===== config.mk =====
export PLATFORM = sky130hd
export DESIGN_NAME = set_scan_ctrl_flat
export DESIGN_NICKNAME = d
export VERILOG_FILES = /design/src/rtl/set_scan_if.sv /design/src/rtl/set_scan_ctrl.sv /design/src/flat_wrapper.sv
export SDC_FILE = /design/constraint.sdc
export NUM_CORES = 1
export LEC_CHECK = 0
export ABC_AREA = 1
export CORE_ASPECT_RATIO = 1.1
export CORE_UTILIZATION = 51
export DETAILED_ROUTE_END_ITERATION = 6
export PLACE_DENSITY = 0.79
export SYNTH_ARGS = -nofsm -noshare
export SYNTH_HDL_FRONTEND = slang
export SYNTH_SLANG_ARGS = --single-unit

===== constraint.sdc =====
create_clock -name clk_i -period 1.8 [get_ports clk_i]
set_input_delay 0.36 -clock clk_i [delete_from_list [all_inputs] [get_ports clk_i]]
set_output_delay 0.36 -clock clk_i [all_outputs]
set_load 0.03 [all_outputs]

===== src/rtl/set_scan_if.sv =====
// Bundles the host handshake and the PE-facing coordinate/result signals of the
// set-coverage scan controller.
interface set_scan_if #(parameter int CNT_W = 7);
  logic             start_i;
  logic [1:0]       mode_i;
  logic [2:0]       covered_i;
  logic [7:0]       coord_o;
  logic             coord_vld_o;
  logic             busy_o;
  logic             valid_o;
  logic [CNT_W-1:0] candidate_o;

  modport slave  (input  start_i, mode_i, covered_i,
                  output coord_o, coord_vld_o, busy_o, valid_o, candidate_o);
  modport master (output start_i, mode_i, covered_i,
                  input  coord_o, coord_vld_o, busy_o, valid_o, candidate_o);
endinterface


===== src/rtl/set_scan_ctrl.sv =====
// Walks the GRID x GRID lattice in x-major order, counts points whose PE cover
// vector satisfies the latched set mode, and reports the count with a valid pulse.
module set_scan_ctrl #(
  parameter int GRID  = 8,
  parameter int CNT_W = 7
) (
  input  logic        clk_i,
  input  logic        rst_n_i,
  set_scan_if.slave   bus
);
  localparam logic [3:0] LG = 4'(GRID);

  typedef enum logic [1:0] {S_IDLE, S_SCAN, S_DONE} state_t;

  state_t           r_state, w_next;
  logic [3:0]       r_x, r_y;
  logic [1:0]       r_mode;
  logic [CNT_W-1:0] r_cnt, r_cand;
  logic             w_a, w_b, w_c, w_qual, w_last, w_accept;

  assign w_a      = bus.covered_i[2];
  assign w_b      = bus.covered_i[1];
  assign w_c      = bus.covered_i[0];
  assign w_last   = (r_x == LG) && (r_y == LG);
  assign w_accept = (r_state == S_IDLE) && bus.start_i;

  always_comb begin
    w_qual = 1'b0;
    case (r_mode)
      2'd0: w_qual = w_a;
      2'd1: w_qual = w_a & w_b;
      2'd2: w_qual = w_a ^ w_b;
      2'd3: w_qual = (w_a & w_b & ~w_c) | (w_a & ~w_b & w_c) | (~w_a & w_b & w_c);
      default: w_qual = 1'b0;
    endcase
  end

  always_comb begin
    w_next = r_state;
    case (r_state)
      S_IDLE: if (bus.start_i) w_next = S_SCAN;
      S_SCAN: if (w_last) w_next = S_DONE;
      S_DONE: w_next = S_IDLE;
      default: w_next = S_IDLE;
    endcase
  end

  always_ff @(posedge clk_i or negedge rst_n_i) begin
    if (!rst_n_i) r_state <= S_IDLE;
    else          r_state <= w_next;
  end

  // Coordinates freeze on the last point so coord_o holds it outside SCAN.
  always_ff @(posedge clk_i or negedge rst_n_i) begin
    if (!rst_n_i) begin
      r_x    <= 4'd1;
      r_y    <= 4'd1;
      r_mode <= 2'd0;
      r_cnt  <= '0;
      r_cand <= '0;
    end else if (w_accept) begin
      r_x    <= 4'd1;
      r_y    <= 4'd1;
      r_mode <= bus.mode_i;
      r_cnt  <= '0;
    end else if (r_state == S_SCAN) begin
      r_cnt <= r_cnt + CNT_W'(w_qual);
      if (w_last) begin
        r_cand <= r_cnt + CNT_W'(w_qual);
      end else if (r_x == LG) begin
        r_x <= 4'd1;
        r_y <= r_y + 4'd1;
      end else begin
        r_x <= r_x + 4'd1;
      end
    end
  end

  assign bus.coord_o     = {r_x, r_y};
  assign bus.coord_vld_o = (r_state == S_SCAN);
  assign bus.busy_o      = (r_state != S_IDLE);
  assign bus.valid_o     = (r_state == S_DONE);
  assign bus.candidate_o = r_cand;
endmodule


===== src/flat_wrapper.sv =====
// flat-port wrapper written by rule: the top's interface ports become plain ports
module set_scan_ctrl_flat 
#(
  parameter int GRID  = 8,
  parameter int CNT_W = 7
)
  (clk_i, rst_n_i, bus_start_i, bus_mode_i, bus_covered_i, bus_coord_o, bus_coord_vld_o, bus_busy_o, bus_valid_o, bus_candidate_o);
  set_scan_if #(.CNT_W(CNT_W)) bus_i ();
  input  logic clk_i;
  input  logic rst_n_i;
  input wire logic [$bits(bus_i.start_i)-1:0] bus_start_i;
  input wire logic [$bits(bus_i.mode_i)-1:0] bus_mode_i;
  input wire logic [$bits(bus_i.covered_i)-1:0] bus_covered_i;
  output wire logic [$bits(bus_i.coord_o)-1:0] bus_coord_o;
  output wire logic [$bits(bus_i.coord_vld_o)-1:0] bus_coord_vld_o;
  output wire logic [$bits(bus_i.busy_o)-1:0] bus_busy_o;
  output wire logic [$bits(bus_i.valid_o)-1:0] bus_valid_o;
  output wire logic [$bits(bus_i.candidate_o)-1:0] bus_candidate_o;
  assign bus_i.start_i = bus_start_i;
  assign bus_i.mode_i = bus_mode_i;
  assign bus_i.covered_i = bus_covered_i;
  assign bus_coord_o = bus_i.coord_o;
  assign bus_coord_vld_o = bus_i.coord_vld_o;
  assign bus_busy_o = bus_i.busy_o;
  assign bus_valid_o = bus_i.valid_o;
  assign bus_candidate_o = bus_i.candidate_o;
  set_scan_ctrl #(.GRID(GRID), .CNT_W(CNT_W)) u_core (.clk_i(clk_i), .rst_n_i(rst_n_i), .bus(bus_i));
endmodule

==> impl_metrics.json, run 1 <==
{
  "rr_startpoint": "u_core.r_mode[1]",
  "syn_inst": 171,
  "start_util_pct": 55.07,
  "timing.fmax_mhz": 576.2,
  "synth_top_area_share_pct": 42.48,
  "irDropWorstVdd_mv": 1.177,
  "min_path_type": "in -> async",
  "layoutNonFillerInstCount": 237,
  "root_buffer": "clkbuf_4",
  "gr-total-overflow": 0,
  "r2r_slack_ps": 70,
  "wl_um": 2916,
  "placed_cell_area_um2": 1750,
  "synthTopCellsByArea": "dfrtp_1 42%, nand2_1 15%, ha_1 8.0%",
  "yosys.cell_types.count": 20,
  "cp-end-kind": "register",
  "die_h_um": 57.22,
  "p_per_area_nw_per_um2": 1537,
  "min_period_over_period_pct": 96.41,
  "maxCapViolCount": 0,
  "cp.required_ps": 2070,
  "startpoint": "bus_covered_i[0]",
  "ios": 26,
  "p_leak_nw": 0.9975,
  "critPathKind": "in -> reg",
  "tritoncts": "yes",
  "yosys_register_bits": 26,
  "nNetsFinal": 224,
  "synthesis.nets": 188,
  "yosys_warnings": 0,
  "syn_avg_cell_area_um2": 8.268,
  "slew_headroom_pct": 77.58,
  "tightestPinTransition_ps": 334.0,
  "cts_buffers": 3,
  "fin_area_um2": 1837,
  "drc": 0,
  "grt_max_degree": 27,
  "track_usage_pct": 22.48,
  "cts_buffer_depth": 2,
  "grt_pass1_wl_um": 4940,
  "wire_per_inst_um": 12.30,
  "cts_sinks": 26,
  "diodes": 0,
  "dp_cells": 233,
  "die_w_um": 52.20,
  "yosys.area.top_type": "dfrtp_1",
  "period_minus_slack_ps": 1735,
  "reg2reg_depth": 12,
  "final_common_cell": "nand2_1",
  "dp_hpwl_um": 2227,
  "syn_area_um2": 1414,
  "hold_violations": 0,
  "grt_pass1_vias": 1174,
  "final_cell_mix": "54 x nand2_1, 24 x dfrtp_1, 21 x inv_1",
  "num_vias": 1195,
  "setup_viol": 0,
  "firstDrtPassIters": 4,
  "dp_slack_ps": -628.5,
  "die_area_um2": 2987,
  "core_um2": 2567,
  "final_layout_size_suffix_gt1_share_pct": 18.45,
  "synth_seq_area_share_pct": 46.19,
  "cp_max_fo": 3,
  "rows": 19,
  "clk_latency_ps": 330,
  "hold_ws_ps": 369.4,
  "hold_buffers": 0,
  "finalPower_mw": 2.824,
  "drtAntennaViolNets": 0,
  "start_kind": "input pin",
  "antenna_found_initial": 0,
  "arrival_ps": 2000,
  "vias_per_cell": 5.042,
  "areaGrowthSynthToFinish_pct": 29.91,
  "path_clk_slew_ps": 140,
  "rsz0062_at_grt": "yes",
  "place_congestion": 0.8398,
  "slew_viol_final": 0,
  "finalClockSkew_ps": 9.370,
  "port_buffers": 25,
  "status": "complete, no violations",
  "r2r-end": "u_core.r_cnt[6]",
  "drt_iter0_drc": 20,
  "cts_max_level": 1,
  "setup_ws_ps": 64.63
}
==> layer usage <==
metal | wire length [µm] | track usage, % | vias up
met1 | 1247 | 25.43 | 560
li1 | - | - | 607
met5 | 0 | 0 | -
met2 | 1513 | 40.11 | 22
met4 | 62 | 11.65 | 0
met3 | 92 | 3.200 | 6
==> logic make-up after synthesis <==
| family | share of synthesized area [%] |
|---|---|
| compound gates | 7.257 |
| buf+inv | 7.434 |
| fa+ha+maj | 7.965 |
| simple gates | 27.43 |
| flops | 46.19 |
| xor+xnor | 3.717 |
==> cell usage after synthesis <==
| master | n |
|---|---|
| ha_1 | 9 |
| a21oi_1 | 1 |
| nand2_1 | 55 |
| nor2_1 | 12 |
| nand3_1 | 13 |
| nand2_2 | 4 |
| nor2_2 | 1 |
| dfstp_2 | 2 |
| o22ai_1 | 1 |
| nand3b_4 | 1 |
| dfrtp_1 | 24 |
| inv_2 | 1 |
| xnor2_1 | 3 |
| buf_6 | 2 |
| xor2_1 | 3 |
| o21ai_1 | 2 |
| nand3_2 | 2 |
| o21ai_0 | 11 |
| inv_1 | 21 |
| o21ai_2 | 3 |
==> worst max path at each step <==
stage                     cells after the start  slack [ps]               to
after floorplan                              12          20  u_core.r_cnt[6]
after global placement                       13        -520  u_core.r_cnt[6]
after detailed placement                     13        -630  u_core.r_cnt[6]
after CTS                                    12          20  u_core.r_cnt[6]
after global routing                         12         -40  u_core.r_cnt[6]
final                                        13          60  u_core.r_cnt[6]
==> worst max-delay path: stages <==
cell,delay (ps)
clkdlybuf4s50_1,450
nand2_1,60
o21ai_1,140
nand2_1,80
o21ai_2,60
ha_2,220
ha_4,150
nand3_4,120
nor2_2,120
nand2_1,60
nand2_2,60
nand2_1,40
o21ai_1,70
==> where the power goes <==
part           switching, mW  internal, mW
combinational          0.884         0.582
sequential             0.241         0.817
clock                  0.176         0.124
==> layout make-up <==
type                    count  area, µm²
multi-input cells         121      728.2
repair buffers             33      297.8
fillers                   220      730.7
well taps                  31      38.79
inverters                  22      82.58
clock buffers               4      36.28
flip-flops and latches     26      653.1
==> registers in the layout, indices dropped and copies added (netlist names) <==
name,flops
u_core.r_state,2
u_core.r_mode,2
u_core.r_y,4
u_core.bus.candidate_o,7
u_core.r_x,4
u_core.r_cnt,7
==> timing repair <==
item	4_1_cts	5_1_grt
resized for setup	19	15
setup endpoints to repair	23	12
pin swaps	5	8
buffers inserted	0	0
==> stage by stage <==
stage	util [%]	TNS [ps]
finish	71.54	0
global route	71.54	-82.50
CTS	70.22	0
detailed placement	68.18	-6682
global placement	68.18	-5594
floorplan	-	0
Note: power is estimated with default switching activity, not from simulation.
==> inputs of run 2 (changes only) <==
--- a/config.mk
+++ b/config.mk
@@ -10,6 +10,7 @@
 export CORE_UTILIZATION = 51
 export DETAILED_ROUTE_END_ITERATION = 6
 export PLACE_DENSITY = 0.79
+export SLEW_MARGIN = 30
 export SYNTH_ARGS = -nofsm -noshare
 export SYNTH_HDL_FRONTEND = slang
 export SYNTH_SLANG_ARGS = --single-unit
==> results of run 2 <==
Final layout, timing and power as in run 1 (identical DEF).
